**config.mk**
```make
export PLATFORM = sky130hd
export DESIGN_NAME = stepper_move_ctrl
export DESIGN_NICKNAME = d
export VERILOG_FILES = /design/src/rtl/stepper_move_ctrl.sv
export SDC_FILE = /design/constraint.sdc
export NUM_CORES = 1
export LEC_CHECK = 0
export BUFFER_PORTS_ARGS = -buffer_cell sky130_fd_sc_hd__buf_2
export CAP_MARGIN = 10
export CELL_PAD_IN_SITES_DETAIL_PLACEMENT = 0
export CELL_PAD_IN_SITES_GLOBAL_PLACEMENT = 1
export CORE_MARGIN = 5
export CORE_UTILIZATION = 38
export DETAILED_ROUTE_END_ITERATION = 7
export PLACE_DENSITY_LB_ADDON = 0.2
export SETUP_SLACK_MARGIN = 0.02
export SYNTH_ARGS = -nofsm -noshare
export SYNTH_HDL_FRONTEND = slang
export SYNTH_SLANG_ARGS = --single-unit
```
**constraint.sdc**
```tcl
create_clock -name clk -period 3.05 [get_ports clk]
set_clock_uncertainty 0.2 [all_clocks]
set_input_delay 0.305 -clock clk [delete_from_list [all_inputs] [get_ports clk]]
set_output_delay 0.305 -clock clk [all_outputs]
set_load 0.02 [all_outputs]
```
**src/rtl/stepper_move_ctrl.sv**
```systemverilog
// 4-phase full-step stepper move sequencer: accepts a move command, paces
// phase advances with a period counter and drives gated coil pattern and chip-select.
module stepper_move_ctrl #(
    parameter int CNT_W      = 16,
    parameter int DIV_W      = 16,
    parameter int MIN_PERIOD = 4
) (
    input  logic             clk,
    input  logic             reset,
    input  logic             cmd_valid,
    output logic             cmd_ready,
    input  logic [CNT_W-1:0] cmd_steps,
    input  logic             cmd_dir,
    input  logic [DIV_W-1:0] cmd_period,
    input  logic             abort,
    input  logic             hold_en,
    output logic [3:0]       phase_out,
    output logic             cs_out,
    output logic             busy,
    output logic             done,
    output logic             aborted,
    output logic [CNT_W-1:0] steps_left
);

    typedef enum logic [1:0] {
        IDLE  = 2'd0,
        RUN   = 2'd1,
        DWELL = 2'd2
    } state_t;

    state_t           state_q, state_d;
    logic [1:0]       idx_q;
    logic [DIV_W-1:0] cnt_q;
    logic [DIV_W-1:0] period_q;
    logic [DIV_W-1:0] eff_period;
    logic [CNT_W-1:0] steps_q;
    logic             dir_q;
    logic             done_q, aborted_q;
    logic             accept, tick;
    logic             step_en, done_d, aborted_d;
    logic [3:0]       pattern;

    assign eff_period = (cmd_period < DIV_W'(MIN_PERIOD)) ? DIV_W'(MIN_PERIOD) : cmd_period;
    assign cmd_ready  = (state_q == IDLE);
    assign busy       = (state_q != IDLE);
    assign accept     = cmd_valid && cmd_ready;
    assign tick       = (cnt_q == period_q - DIV_W'(1));

    always_comb begin
        state_d   = state_q;
        step_en   = 1'b0;
        done_d    = 1'b0;
        aborted_d = 1'b0;
        case (state_q)
            IDLE: begin
                // abort is deliberately ignored here, even alongside a new command
                if (accept) begin
                    if (cmd_steps != '0) state_d = RUN;
                    else                 done_d  = 1'b1;
                end
            end
            RUN: begin
                if (abort) begin
                    state_d   = IDLE;
                    aborted_d = 1'b1;
                end else if (tick) begin
                    step_en = 1'b1;
                    if (steps_q == CNT_W'(1)) state_d = DWELL;
                end
            end
            DWELL: begin
                if (abort) begin
                    state_d   = IDLE;
                    aborted_d = 1'b1;
                end else if (tick) begin
                    state_d = IDLE;
                    done_d  = 1'b1;
                end
            end
            default: state_d = IDLE;
        endcase
    end

    always_ff @(posedge clk or posedge reset) begin
        if (reset) begin
            state_q   <= IDLE;
            idx_q     <= 2'd0;
            cnt_q     <= '0;
            period_q  <= '0;
            steps_q   <= '0;
            dir_q     <= 1'b0;
            done_q    <= 1'b0;
            aborted_q <= 1'b0;
        end else begin
            state_q   <= state_d;
            done_q    <= done_d;
            aborted_q <= aborted_d;
            if (accept) begin
                dir_q    <= cmd_dir;
                period_q <= eff_period;
                steps_q  <= cmd_steps;
                cnt_q    <= '0;
            end else if (busy && !abort) begin
                cnt_q <= tick ? '0 : cnt_q + DIV_W'(1);
                if (step_en) begin
                    idx_q   <= dir_q ? idx_q + 2'd1 : idx_q - 2'd1;
                    steps_q <= steps_q - CNT_W'(1);
                end
            end
        end
    end

    always_comb begin
        case (idx_q)
            2'd0:    pattern = 4'b0011;
            2'd1:    pattern = 4'b0110;
            2'd2:    pattern = 4'b1100;
            default: pattern = 4'b1001;
        endcase
    end

    assign cs_out     = busy | hold_en;
    assign phase_out  = cs_out ? pattern : 4'b0000;
    assign done       = done_q;
    assign aborted    = aborted_q;
    assign steps_left = steps_q;

endmodule

```
After elaboration in Yosys (flattened, before gate mapping)
Index checks and enable logic that the tools add are counted.
{"block": "totals", "input_bits": 38, "regBits": 55, "word_cells": 66}
{"block": "op_classes", "add_sub_neg": 5, "n_mux": 26, "n_bitwise": 2, "eq_ne": 11, "magnitude_cmp": 1, "n_reduce_logical": 13}
{"op": "$mux 16", "n": 7}
{"op": "$sub 16x1->16 const B", "n": 2}
{"op": "$add 16x1->16 const B", "n": 1}
{"op": "$eq 16x1->1 const B", "n": 1}
{"op": "$eq 16x16->1", "n": 1}
{"op": "$lt 16x3->1 const B", "n": 1}
{"op": "$mux 2", "n": 8}
{"op": "$reduce_bool 16->1", "n": 1}
{"op": "$pmux 4 s3", "n": 1}
{"op": "$ne 3x3->1 const B", "n": 3}
{"op": "$mux 1", "n": 7}
{"op": "$pmux 2 s3", "n": 1}
{"op": "$reduce_bool 2->1", "n": 3}
{"op": "$reduce_and 5->1", "n": 1}
{"op": "$eq 2x1->1 const B", "n": 2}
{"op": "$eq 2x2->1 const B", "n": 2}
{"op": "$logic_not 2->1", "n": 2}
{"op": "$mux 4", "n": 1}
{"op": "$ne 2x1->1 const B", "n": 2}
{"op": "$reduce_and 3->1", "n": 1}
{"op": "$add 2x1->2 const B", "n": 1}
{"op": "$logic_and 1x1->1", "n": 2}
{"op": "$pmux 1 s2", "n": 1}
{"op": "$reduce_and 2->1", "n": 1}
{"op": "5 further kinds", "n": 5}

Logic depth before layout (Yosys ltp)
{"block": "logic_depth", "ltp_word": 8, "ltp_mapped": 12}

Worst setup path before layout
OpenSTA, ideal clock, no wires.
{"block": "synth_path", "kind": "register to register", "startpoint": "register period_q[0]", "endpoint": "register steps_q[7], in the netlist steps_left[7]", "arrival_time_ns": 2.978, "slack_ns": -0.209, "period_less_slack_ns": 3.259, "stages_incl_launch_ff": 12, "path_cell_list": "dfrtp_1 > inv_1 > ha_1 > or4b_2 > nor4_1 > xnor2_1 > o2111ai_1 > nor4_2 > buf_6 > nand3_4 > or4_1 > a31oi_1"}
{"block": "synth_via", "elab_chain_cells": 7}
{"element": "from (decl)", "line_no": "34", "text": "logic [DIV_W-1:0] period_q;"}
{"element": "from (signal assigned)", "line_no": "100", "text": "period_q <= eff_period;"}
{"element": "$sub 16x1->16", "line_no": "47", "text": "assign tick = (cnt_q == period_q - DIV_W'(1));"}
{"element": "$eq 16x16->1", "line_no": "47"}
{"element": "$mux 1", "line_no": "66", "text": "end else if (tick) begin"}
{"element": "$mux 1", "line_no": "63", "text": "if (abort) begin"}
{"element": "$mux 1", "line_no": "54", "text": "case (state_q)"}
{"element": "$reduce_bool 2->1 (no source line)"}
{"element": "$reduce_and 2->1 (no source line)"}
{"element": "to (signal assigned)", "line_no": "101", "text": "steps_q <= cmd_steps;"}
{"element": "to (signal assigned)", "line_no": "107", "text": "steps_q <= steps_q - CNT_W'(1);"}
{"element": "to (decl)", "line_no": "36", "text": "logic [CNT_W-1:0] steps_q;"}
No other way between the ends.
A chain may end at the register's enable or synchronous reset.

Worst setup path in the final report
{"block": "layout_path", "startpoint": "register period_q[3]", "endpoint": "register steps_q[7], in the netlist steps_left[7]"}
The elaborated chain is that of the path after synthesis.

==> results.md <==
- Status: finished, violations left
- Failing checks: negative setup slack
- Max-slew violation count: 0
- Wire per inst: approximately 16 microns
- Pin count of the biggest net entering global routing: 34
- Clock Root Buffer: clkbuf_8
- Vias in the first global route: roughly 3300
- Worst slack, placed: -110.4 ps
- Placeable Area: ~9100 sq um
- H-tree level count: 2
- Final HPWL DP: 7.395 mm
- Die Ht: about 110 microns
- Fin. Hold Viols: 0
- Worst hold path type: input port to flip-flop
- Tmin final: 3169 ps
- # DRC: 0
- Initial core utilization: 38.60%
- Layout cell share with drive strength beyond 1: between 30 and 40%
- Worst setup EP type: flip-flop
- Max Cap Viol: 0
- Final WS setup: -119.3 ps
- Antenna Nets Post-Route: 0
- Nets: around 570
- Routed wire length: between 9 and 10 mm
- DRT Pass-1 Iters: 5
- Critical path fanouts, max: 7
- Fmax: approximately 320 MHz
- Clk buf depth: 2
- P_int: about 0.0020 W
- Top_reg_cell synth: dfrtp_1
- Mapped cell area: between 3000 and 4000 sq um
- Mapped Cells: 409
- R2r worst-path depth: 9
- Initial DRC count: 137
- Std cell rows: 35
- Static Leak: about 2.2 nW
- Sequential power share: 33.0%
- I/O pin total: 63
- Sw Share: approximately 45%
- Number of diodes: 0
- Area growth syn-to-layout: 35.12%
- Yosys warning count: 0
- Tot GR Track Use: between 10% and 20%
- Syn nets: approximately 460
- Mapped Avg Cell Area: 8.596 sq um
- Initial antenna violation count: 0
- Worst path required time: ~3100 ps
- Placed Cells incl. Taps: a little over 600
- Comb pwr share: roughly 56%
- Peak supply drop: between 0.4 and 0.5 mV
- Port-buffer cells: 62
- Flop2flop setup slack: -120 ps
- Final setup violation count: 23
- Clk_lat worst skew: around 310 ps
- Async SR Flop Fraction: 100.0%
- Seq/Total Area, Yosys: 39.15%
- Slew margin rel.: ~28%
- Setup TNS: -1181 ps
- Crit path kind: flip-flop to flip-flop
- Cts bufs inserted: 5
- Clock transition at path regs: ~100 ps
- Net switching power: roughly 0.0017 W
- GRT overflow: 0
- #FFs+latches synth: 55
- EDFF count, synth: 0
- Clock power frac: a little over a tenth
- Non-Filler Instances: about 640
- GPL Wtd Cong: between 0.7 and 0.8
- Count of cell types in the netlist: 54
- Die area: 11280 sq um
- Die Wd: roughly 110 microns
- Vias per cell: 5.383
- Period utilization: 103.9%
- Setup crit start kind: flip-flop
- Worst hold margin: between 9 and 10 ps
- CTS sink count: 55
- Hold Crit Depth: 3
- Tightest Pin Transition: 1079 ps
- RSZ-0062 raised after global routing: yes
- Worst EP arrival: 3210 ps
- CTS tree: yes
- PD cells: a little under 800 nW/um^2
- First-pass GRT wire length: between 15 and 20 mm
- Vias: 3429
[critical path, stage by stage, from the launching register on]
cell,delay [ps]
dfrtp_1,430
or4_4,570
or4_4,510
o2111ai_4,130
nor2_2,60
nor4_2,260
buf_4,220
nand3_4,110
or4_4,430
a31oi_1,180
[layout by cell type, fill, tap and decap left out, types with 13 or more instances in the layout]
cell type,instances
nand2_1,59
inv_1,14
dlygate4sd3_1,15
o21ai_2,14
buf_4,43
nor2_1,32
xnor2_1,15
xor2_1,13
buf_2,62
o21ai_0,18
dfrtp_1,54
[registers in the layout, summed over array words and instances, names as in the netlist]
name        cells
state_q         2
period_q       16
steps_left     16
dir_q           1
aborted         1
done            1
cnt_q          16
idx_q           2
[cell type report]
type                       instances  area, sq um
fill                             883         4358
multi-input combinational        319         2187
sequential                        55         1378
timing repair buffer             127        902.1
tap                              111        138.9
clock buffer                       7        76.32
inverter                          17        63.81
clock inverter                     1        5.005
[cell families after synthesis]
group | share of synthesized area [%]
AOI/OAI and AO/OA | 13.99
xor gates and xnor gates | 6.975
adders and majority gates | 3.915
buffers and inverters | 4.235
DFF | 39.15
muxes | 1.210
and+or+nand+nor | 30.53
[metrics by stage]
| stage | util, % | power (W) | instance area [sq um] |
|---|---|---|---|
| 3_5_place_dp | 46.39 | 0.003092 | 4225 |
| 3_3_place_gp | 46.39 | 0.003055 | 4225 |
| 5_1_grt | 52.16 | 0.004016 | 4751 |
| 2_1_floorplan | - | 0.002385 | 3542 |
| 4_1_cts | 48.90 | 0.003527 | 4454 |
| 6_report | 52.16 | 0.003728 | 4751 |
[Yosys cell counts, drive strengths merged (3+ instances only)]
library cell / n / area, sq um
ha: 11 / 137.6
nor4: 15 / 106.4
and3: 9 / 56.30
nor3b: 10 / 75.07
and2: 3 / 18.77
dfrtp: 55 / 1376
xnor2: 15 / 131.4
or4: 8 / 63.81
o21ai: 38 / 190.2
nand3: 11 / 67.57
a31oi: 10 / 62.56
clkbuf: 13 / 48.80
nand2: 60 / 225.2
nor2b: 6 / 37.54
a21oi: 8 / 40.04
nand4: 7 / 58.81
a21o: 9 / 67.56
buf: 5 / 36.28
xor2: 13 / 113.9
or3: 14 / 87.58
nor3: 7 / 35.03
inv: 17 / 63.81
nor2: 34 / 130.1
[per-layer routing]
metal | part of all wire, % | routed length, microns | GRT usage (%)
met5 | 0 | 0 | 0
met1 | 47 | 4686 | 23.74
met3 | 3.4 | 335 | 2.854
met2 | 48 | 4755 | 28.37
met4 | 2.1 | 206 | 5.643
[worst paths after layout]
kind                                         startpoint                        end
worst max-delay path            period_q[3]$_DFFE_PP0P_  steps_left[7]$_DFFE_PP0P_
worst max register to register  period_q[3]$_DFFE_PP0P_  steps_left[7]$_DFFE_PP0P_
worst min-delay path                      cmd_period[5]    period_q[5]$_DFFE_PP0P_
max in group asynchronous                         reset       cnt_q[6]$_DFFE_PP0P_
worst min register to register        dir_q$_DFFE_PP0P_          dir_q$_DFFE_PP0P_
min in group asynchronous                         reset  steps_left[7]$_DFFE_PP0P_
[power groups by stage]
stage                     Clock [W]  Sequential [W]  Combinational, W
final                      0.000411         0.00123           0.00209
after global routing       0.000447         0.00127           0.00230
after CTS                  0.000415         0.00122           0.00189
after detailed placement          0         0.00124           0.00185
after global placement            0         0.00123           0.00182
after floorplan                   0         0.00133           0.00106
[timing repair]
| action | 4_1_cts | 5_1_grt |
|---|---|---|
| hold endpoints to repair | 23 | 2 |
| endpoints found under the setup margin | 23 | 34 |
| hold buffers | 13 | 2 |
| pin swaps | 0 | 33 |
| resized for setup | 4 | 55 |
| cloned | 0 | 3 |
| setup buffers | 1 | 5 |
Note: power is estimated with default switching activity, not from simulation.
